### config.mk
export PLATFORM = sky130hd
export DESIGN_NAME = vc_input_buffer
export DESIGN_NICKNAME = d
export VERILOG_FILES = /design/src/rtl/vc_input_buffer.sv
export SDC_FILE = /design/constraint.sdc
export NUM_CORES = 1
export LEC_CHECK = 0
export ABC_AREA = 1
export CORE_MARGIN = 4
export CORE_UTILIZATION = 45
export CTS_CLUSTER_DIAMETER = 100
export DETAILED_ROUTE_END_ITERATION = 16
export PLACE_DENSITY = 0.66
export SLEW_MARGIN = 30
export SYNTH_ARGS = -nofsm -noshare
export SYNTH_HDL_FRONTEND = slang
export SYNTH_SLANG_ARGS = --single-unit
### constraint.sdc
create_clock -name clk -period 4.1 [get_ports clk]
set_clock_uncertainty 0.2 [all_clocks]
set_input_delay 1.23 -clock clk [delete_from_list [all_inputs] [get_ports clk]]
set_output_delay 1.23 -clock clk [all_outputs]
set_load 0.05 [all_outputs]
### src/rtl/vc_input_buffer.sv
// Router receive stage: one flit FIFO per virtual channel, re-presented to the
// crossbar one packet at a time, with the output locked to a VC until its tail.
package ravenoc_pkg;
  localparam int N_VIRT_CHN    = 2;
  localparam int H_PRIORITY    = 1;
  localparam int VC_WIDTH      = (N_VIRT_CHN > 1) ? $clog2(N_VIRT_CHN) : 1;
  localparam int FLIT_WIDTH    = 32;
  localparam int FLIT_TP_WIDTH = 2;
  localparam int PKT_SZ_WIDTH  = 8;
  localparam int MIN_SIZE_FLIT = 1;

  // Flit type sits in the top bits of fdata; a head also carries pkt_size below it.
  typedef enum logic [FLIT_TP_WIDTH-1:0] {
    HEAD_FLIT = 2'd0,
    BODY_FLIT = 2'd1,
    TAIL_FLIT = 2'd2
  } flit_type_t;

  typedef struct packed {
    logic                  valid;
    logic [VC_WIDTH-1:0]   vc_id;
    logic [FLIT_WIDTH-1:0] fdata;
  } s_flit_req_t;

  typedef struct packed {
    logic ready;
  } s_flit_resp_t;
endpackage

module vc_input_buffer #(
  parameter int BUFF_DEPTH = 4,
  parameter int N_VIRT_CHN = ravenoc_pkg::N_VIRT_CHN,
  parameter int H_PRIORITY = ravenoc_pkg::H_PRIORITY
) (
  input  logic                      clk,
  input  logic                      arst,
  input  ravenoc_pkg::s_flit_req_t  fin_req_i,
  output ravenoc_pkg::s_flit_resp_t fin_resp_o,
  output ravenoc_pkg::s_flit_req_t  fout_req_o,
  input  ravenoc_pkg::s_flit_resp_t fout_resp_i,
  output logic [N_VIRT_CHN-1:0]     vc_full_o,
  output logic [N_VIRT_CHN-1:0]     vc_empty_o,
  output logic                      proto_err_o
);
  localparam int PTR_W = $clog2(BUFF_DEPTH);
  localparam int CNT_W = PTR_W + 1;
  localparam int VC_W  = ravenoc_pkg::VC_WIDTH;
  localparam int FW    = ravenoc_pkg::FLIT_WIDTH;
  localparam int TW    = ravenoc_pkg::FLIT_TP_WIDTH;
  localparam int SW    = ravenoc_pkg::PKT_SZ_WIDTH;

  typedef enum logic {ST_IDLE, ST_LOCKED} state_t;

  logic [FW-1:0]    r_mem    [N_VIRT_CHN][BUFF_DEPTH];
  logic [PTR_W-1:0] r_wr_ptr [N_VIRT_CHN];
  logic [PTR_W-1:0] r_rd_ptr [N_VIRT_CHN];
  logic [CNT_W-1:0] r_cnt    [N_VIRT_CHN];
  state_t           r_state;
  logic [VC_W-1:0]  r_lock_vc;
  logic [VC_W-1:0]  r_hold_vc;
  logic             r_hold;

  logic [N_VIRT_CHN-1:0]   w_full;
  logic [N_VIRT_CHN-1:0]   w_empty;
  logic [N_VIRT_CHN-1:0]   w_push_vc;
  logic [N_VIRT_CHN-1:0]   w_pop_vc;
  logic [VC_W-1:0]         w_prio_vc;
  logic [VC_W-1:0]         w_sel_vc;
  logic                    w_in_ready;
  logic                    w_push;
  logic                    w_out_valid;
  logic                    w_pop;
  logic [FW-1:0]           w_front;
  ravenoc_pkg::flit_type_t w_ftype;
  logic [SW-1:0]           w_pkt_size;
  logic                    w_is_head;
  logic                    w_is_mid_or_tail;
  logic                    w_is_tail;
  logic                    w_multi;
  logic                    w_err;

  always_comb begin
    for (int v = 0; v < N_VIRT_CHN; v++) begin
      w_full[v]  = (r_cnt[v] == CNT_W'(BUFF_DEPTH));
      w_empty[v] = (r_cnt[v] == '0);
    end
  end

  // No bypass: a full FIFO refuses even when it pops in the same cycle.
  assign w_in_ready = !arst && !w_full[fin_req_i.vc_id];
  assign w_push     = fin_req_i.valid && w_in_ready;

  always_comb begin
    w_prio_vc = '0;
    if (H_PRIORITY == 1) begin
      for (int v = 0; v < N_VIRT_CHN; v++)
        if (!w_empty[v]) w_prio_vc = VC_W'(v);
    end else begin
      for (int v = N_VIRT_CHN - 1; v >= 0; v--)
        if (!w_empty[v]) w_prio_vc = VC_W'(v);
    end
  end

  // A flit offered but not taken keeps its VC so fdata/vc_id stay stable.
  always_comb begin
    w_sel_vc = w_prio_vc;
    if (r_state == ST_LOCKED) w_sel_vc = r_lock_vc;
    else if (r_hold)          w_sel_vc = r_hold_vc;
  end

  assign w_out_valid = !arst && !w_empty[w_sel_vc];
  assign w_pop       = w_out_valid && fout_resp_i.ready;
  assign w_front     = r_mem[w_sel_vc][r_rd_ptr[w_sel_vc]];

  assign w_ftype          = ravenoc_pkg::flit_type_t'(w_front[FW-1 -: TW]);
  assign w_pkt_size       = w_front[FW-TW-1 -: SW];
  assign w_is_head        = (w_ftype == ravenoc_pkg::HEAD_FLIT);
  assign w_is_tail        = (w_ftype == ravenoc_pkg::TAIL_FLIT);
  assign w_is_mid_or_tail = (w_ftype == ravenoc_pkg::BODY_FLIT) || w_is_tail;
  assign w_multi          = (w_pkt_size != SW'(ravenoc_pkg::MIN_SIZE_FLIT));

  assign w_err = w_pop && (((r_state == ST_IDLE) && w_is_mid_or_tail) ||
                           ((r_state == ST_LOCKED) && w_is_head));

  always_comb begin
    for (int v = 0; v < N_VIRT_CHN; v++) begin
      w_push_vc[v] = w_push && (fin_req_i.vc_id == VC_W'(v));
      w_pop_vc[v]  = w_pop && (w_sel_vc == VC_W'(v));
    end
  end

  always_ff @(posedge clk) begin
    for (int v = 0; v < N_VIRT_CHN; v++)
      if (w_push_vc[v]) r_mem[v][r_wr_ptr[v]] <= fin_req_i.fdata;
  end

  always_ff @(posedge clk) begin
    if (arst) begin
      for (int v = 0; v < N_VIRT_CHN; v++) begin
        r_wr_ptr[v] <= '0;
        r_rd_ptr[v] <= '0;
        r_cnt[v]    <= '0;
      end
    end else begin
      for (int v = 0; v < N_VIRT_CHN; v++) begin
        if (w_push_vc[v]) r_wr_ptr[v] <= r_wr_ptr[v] + PTR_W'(1);
        if (w_pop_vc[v])  r_rd_ptr[v] <= r_rd_ptr[v] + PTR_W'(1);
        case ({w_push_vc[v], w_pop_vc[v]})
          2'b10:   r_cnt[v] <= r_cnt[v] + CNT_W'(1);
          2'b01:   r_cnt[v] <= r_cnt[v] - CNT_W'(1);
          default: r_cnt[v] <= r_cnt[v];
        endcase
      end
    end
  end

  always_ff @(posedge clk) begin
    if (arst) begin
      r_state   <= ST_IDLE;
      r_lock_vc <= '0;
      r_hold    <= 1'b0;
      r_hold_vc <= '0;
    end else begin
      r_hold <= w_out_valid && !fout_resp_i.ready;
      if (w_out_valid && !fout_resp_i.ready) r_hold_vc <= w_sel_vc;
      case (r_state)
        ST_IDLE: begin
          if (w_pop && w_is_head && w_multi) begin
            r_state   <= ST_LOCKED;
            r_lock_vc <= w_sel_vc;
          end
        end
        ST_LOCKED: begin
          if (w_pop && w_is_tail) r_state <= ST_IDLE;
        end
        default: r_state <= ST_IDLE;
      endcase
    end
  end

  always_comb begin
    fout_req_o = '0;
    if (w_out_valid) begin
      fout_req_o.valid = 1'b1;
      fout_req_o.vc_id = w_sel_vc;
      fout_req_o.fdata = w_front;
    end
  end

  assign fin_resp_o.ready = w_in_ready;
  assign vc_full_o        = w_full;
  assign vc_empty_o       = w_empty;
  assign proto_err_o      = w_err;

endmodule

; Word-level counts from Yosys, hierarchy flattened
; Memories as Yosys holds them, arrays and structs flattened.
; Cells that the tools add are included.
[totals]
ram_bits = 270
out_inout_bits = 40
regBits = 4
input_bits = 37
elab_cells = 143
n_memories = 4
[mem_list]
columns = memory, depth, width, read_ports, rd_ports_with_merged_regs, wr, line
row1 = r_mem, 2, 128, 1, 0, 1, 54  ; logic [FW-1:0] r_mem [N_VIRT_CHN][BUFF_DEPTH];
row2 = r_cnt, 2, 3, 2, 0, 2, 57  ; logic [CNT_W-1:0] r_cnt [N_VIRT_CHN];
row3 = r_rd_ptr, 2, 2, 3, 0, 2, 56  ; logic [PTR_W-1:0] r_rd_ptr [N_VIRT_CHN];
row4 = r_wr_ptr, 2, 2, 2, 0, 2, 55  ; logic [PTR_W-1:0] r_wr_ptr [N_VIRT_CHN];
[op_classes]
n_lt_le_gt_ge = 7
n_eq_ne = 9
bitwise = 16
muxes = 65
n_reduce_logical = 30
n_addsub = 8
[op_table]
columns = cell, n
row1 = two-way mux 128 bit, 4
row2 = demux 32 bit (select 2 bit), 2
row3 = two-way mux 32 bit, 4
row4 = OR reduction 128 bit, 1
row5 = binary-select mux 32 bit (select 2 bit), 1
row6 = two-way mux 1 bit, 42
row7 = two-way mux 34 bit, 1
row8 = two-way mux 3 bit, 6
row9 = logical AND 1 bit, 17
row10 = bitwise OR 1 bit, 10
row11 = >= comparator 3 bit (second input constant), 3
row12 = NOT 2 -> 3 bit, 3
row13 = adder 2 x 1 -> 2 bit (second input constant), 4
row14 = two-way mux 2 bit, 4
row15 = != test 8 x 1 -> 1 bit (second input constant), 1
row16 = adder 3 x 1 -> 3 bit (second input constant), 2
row17 = == test 2 x 1 -> 1 bit (second input constant), 3
row18 = == test 2 bit (second input constant), 3
row19 = == test 3 bit (second input constant), 2
row20 = zero test 3 bit, 2
row21 = less-than comparator 3 x 1 -> 1 bit (second input constant), 2
row22 = subtractor 3 x 1 -> 3 bit (second input constant), 2
row23 = zero test 1 bit, 4
row24 = less-than comparator 1 x 2 -> 1 bit (second input constant), 2
row25 = other kinds (6), 10

; Longest topological paths before layout
[logic_depth]
ltp_word = 17
depth_mapped = 21

; Least setup slack after synthesis
; OpenSTA, ideal clock, no wires.
[synth_path]
kind = input to register
from = input port arst
to = memory r_mem[1][0] in the netlist's numbering, enable pin
path_stages = 8
slack_ps = -950
t_arrival_ps = 4429
path_buffers = 1
cell_sequence = inv_1 > clkbuf_1 > o21ai_0 > a21oi_1 > nand2_1 > nor2_1 > inv_1 > nor2_1
[synth_between]
elab_chain_len = 8
word_cells_on_any_way = 12
cone_classes = mux: 6 / reduce/logical: 6
[synth_rtl]
columns = element, line
row1 = start: declaration, 36  ; input logic arst,
row2 = zero test 1 bit (*), 90  ; assign w_in_ready = !arst && !w_full[fin_req_i.vc_id];
row3 = logical AND 1 bit (*), 90
row4 = named net fin_resp_o, 38  ; output ravenoc_pkg::s_flit_resp_t fin_resp_o,
row5 = logical AND 1 bit (*), 91  ; assign w_push = fin_req_i.valid && w_in_ready;
row6 = logical AND 1 bit, 127  ; w_push_vc[v] = w_push && (fin_req_i.vc_id == VC_W'(v));
row7 = two-way mux 1 bit, 134  ; if (w_push_vc[v]) r_mem[v][r_wr_ptr[v]] <= fin_req_i.fdata;
row8 = two-way mux 128 bit (not written as such), 134
row9 = OR reduction 128 bit (no source line), -
row10 = two-way mux 1 bit (no source line) / two-way mux 128 bit (equally long branches), -
row11 = end: declaration, 54
; The timed path passes the listed nets; every way through them passes the cells marked *.

==> out/metrics.cfg <==
[power]
p_sw_uw=3380
power_switching_share_pct=35.7
vdd_drop_max_v=0.000500
power.share.clock_pct=25.0
p_int_uw=6090
comb_power_share_pct=41.2
p_per_area_nw_per_um2=630
leakage_uw=0.00548
seq_power_share_pct=33.7

[outcome]
violations=setup timing
status=complete, but fails checks

[setup_path]
crit_path_end_kind=primary output
r2r-start=r_cnt[1][0]
required_ns=2.67
path_class=reg -> out
cp_max_fo=8
crit_path_max_incr_delay_ns=0.42
worst_ep_arrival_time_ns=2.87
cp_cell_sequence=inv_2, ha_4, nand2_4, nand2_4, nand2_8, buf_8, nand3b_1, nand2_4, nand3_2, a32o_2, inv_2, ha_4, nor2_2, a211oi_4, buf_12
critPathLaunchType=register
crit_top_cell=nand2_4
cpMaxStageDelayCell=edfxtp_1
critPathLaunch=r_cnt[1][0]

[clock_tree]
clock_path_buffers=3
cts_root_buffer=clkbuf_16
clkSinkCount=274
cts_buffers=29
clk_pin_slew_worst_paths_ns=0.06
cts_hold_buf=0
insertion_delay_ns=0.54
htree_levels=1
cts_tree=built

[placement]
gp_congestion=0.789
io_buffers=76
dp_hpwl_mm=15.5
pre_cts_slack_ns=-0.114
detailed_place.area_sq_um=13100

[min_path]
worst_hold_path_type=reg -> reg
min_from=r_lock_vc

[cells_and_area]
drive_gt1_share_pct=23.6
fillers=1918
fin_nets=1139
finalInstanceArea_sq_um=15000
diodes=0
final_util_pct=59.7
multiInputGateArea_sq_um=3320
register_area_sq_um=8190
area.growth.synth_to_final_pct=30.3

[timing]
setup_ws_ns=-0.204
tns_ns=-2.59
tightest_slew_ns=0.525
finalCriticalPeriod_ns=4.30
finalSetupViolCount=24
slew_headroom_pct=64.6
fin_crit_sh_pct=105
finalHoldViolCount=0
grt_setup_unrepaired=yes
max_freq_ghz=0.232
whs_ns=0.283
slew_viol_final=0

[floorplan]
die_w_um=168
top_level_ports=77
die_y_um=168
floorplan.core_area_sq_um=25200
die-area_sq_um=28300
initial_core_util_pct=45.8
row_count=58

[synth]
syn_area_sq_um=11500
synth_area_per_cell_sq_um=12.2
synth-edff-count=270
synth_ff_type=edfxtp_1
ys_ff_latch=274
ys_async_sr_fraction_pct=0
synth.distinct_cells=35
syn_inst=942
seq_area_frac_synth_pct=71.0
synth_nets=997
yosysWarnings=0

[routing]
routed.top_layer=met5
drc=0
drt-pass1-iter-count=5
ant_nets=0
vias=7815
routed_wl_mm=28.3
wl_met1_mm=11.7
avgViaCountPerCell=5.45
drtIter0Drc=687
wl_met2_mm=14.2
wl_met3_mm=1.58
route.detailed.wl_per_inst_um=19.7

[global_routing]
first_global_vias=7785
antenna_found_initial=2
grt_pass1_wl_mm=43.3
grt_remaining_overflow=0
grt.total_usage_pct=19.4
grt_max_degree=33

[run]
drv_cap=0

==> final timing paths <==
check | to | slack (ns) | cells past startpoint
min | r_lock_vc | 0.28 | 2
max reg2reg | r_cnt[0][2] | 0.51 | 20
min reg2reg | r_lock_vc | 0.28 | 2
max | proto_err_o | -0.20 | 15
==> cells in the mapped netlist, types with 5 or more instances <==
cell type,number,area share (%)
o221ai_1,44,3.3
nand3b_1,13,0.85
buf_6,8,0.78
inv_1,56,1.8
nand2_1,149,4.8
nand2_2,5,0.27
ha_1,17,1.8
nand3_1,21,0.91
a21oi_1,8,0.35
o21ai_0,85,3.7
nor2_1,162,5.3
clkbuf_1,26,0.85
buf_2,14,0.61
edfxtp_1,270,70
and3_1,22,1.2
o21ai_1,9,0.39
==> layer usage <==
layer	vias to the layer above	GRT usage [%]
met1	3869	25.2
met5	-	0
met4	4	5.12
met2	246	34.2
li1	3637	-
met3	59	2.75
==> repair_timing <==
item,4_1_cts,5_1_grt
gates resized for setup,74,79
setup buffers,20,15
pin swaps,25,26
setup endpoints to repair,35,34
gates cloned,6,6
==> critical path, delay by kind of cell, from the launching register on <==
family                   cells  cell delay [ns]
adder cells (fa/ha/maj)      2             0.40
AND/OR/NAND/NOR              7             0.60
AO/OA/AOI/OAI                2             0.42
flip-flops                   1             0.42
buffers and inverters        4             0.48
==> cell type report <==
cell class	instances	share of cell area, %
inverters	59	1.51
multi-input cells	558	22.1
well taps	330	2.75
repair buffers	162	13.5
clock buffers	34	4.95
flip-flops and latches	274	54.5
clock inverters	17	0.741
==> flip-flops by register name, indices dropped and copies added, names as in the netlist <==
| name | flops |
|---|---|
| r_wr_ptr | 4 |
| r_state | 1 |
| r_mem | 256 |
| r_lock_vc | 1 |
| r_hold | 1 |
| r_hold_vc | 1 |
| r_cnt | 6 |
| r_rd_ptr | 4 |
==> placed cells by master (no fill, tap or decap), types with 15 or more instances in the layout <==
| cell | netlist | final |
|---|---|---|
| and3_1 | 22 | 18 |
| buf_12 | 0 | 30 |
| buf_4 | 1 | 51 |
| buf_6 | 8 | 25 |
| clkbuf_16 | 0 | 35 |
| clkdlybuf4s50_1 | 0 | 40 |
| edfxtp_1 | 270 | 270 |
| ha_1 | 17 | 15 |
| inv_1 | 56 | 51 |
| nand2_1 | 149 | 144 |
| nor2_1 | 162 | 123 |
| nor2_2 | 0 | 26 |
| o21ai_0 | 85 | 78 |
| o21ai_1 | 9 | 15 |
| o221ai_1 | 44 | 35 |
==> cell families (layout without fill, tap and decap cells) <==
| family | count (synthesis) | in the layout | synth area share, % |
|---|---|---|---|
| AO/OA/AOI/OAI | 155 | 155 | 8.41 |
| adder cells (fa/ha/maj) | 18 | 18 | 2.02 |
| AND/OR/NAND/NOR | 380 | 382 | 14.0 |
| flip-flops | 274 | 274 | 71.0 |
| buffers and inverters | 112 | 272 | 4.35 |
| XOR/XNOR | 3 | 3 | 0.228 |
==> power groups by stage <==
stage                     clock (uW)  combinational [uW]  sequential [uW]
after floorplan                    0                1940             3240
after global placement             0                2930             3240
after detailed placement           0                2950             3250
after CTS                       2410                3480             3190
after global routing            2530                4180             3200
final                           2370                3900             3190
==> metrics by stage <==
step / cells / power (uW)
2_1_floorplan: 942 / 5180
3_3_place_gp: 1342 / 6180
3_5_place_dp: 1342 / 6200
4_1_cts: 1417 / 9080
5_1_grt: 1434 / 9900
6_report: 1434 / 9470
(Power assumes the default switching activity.)
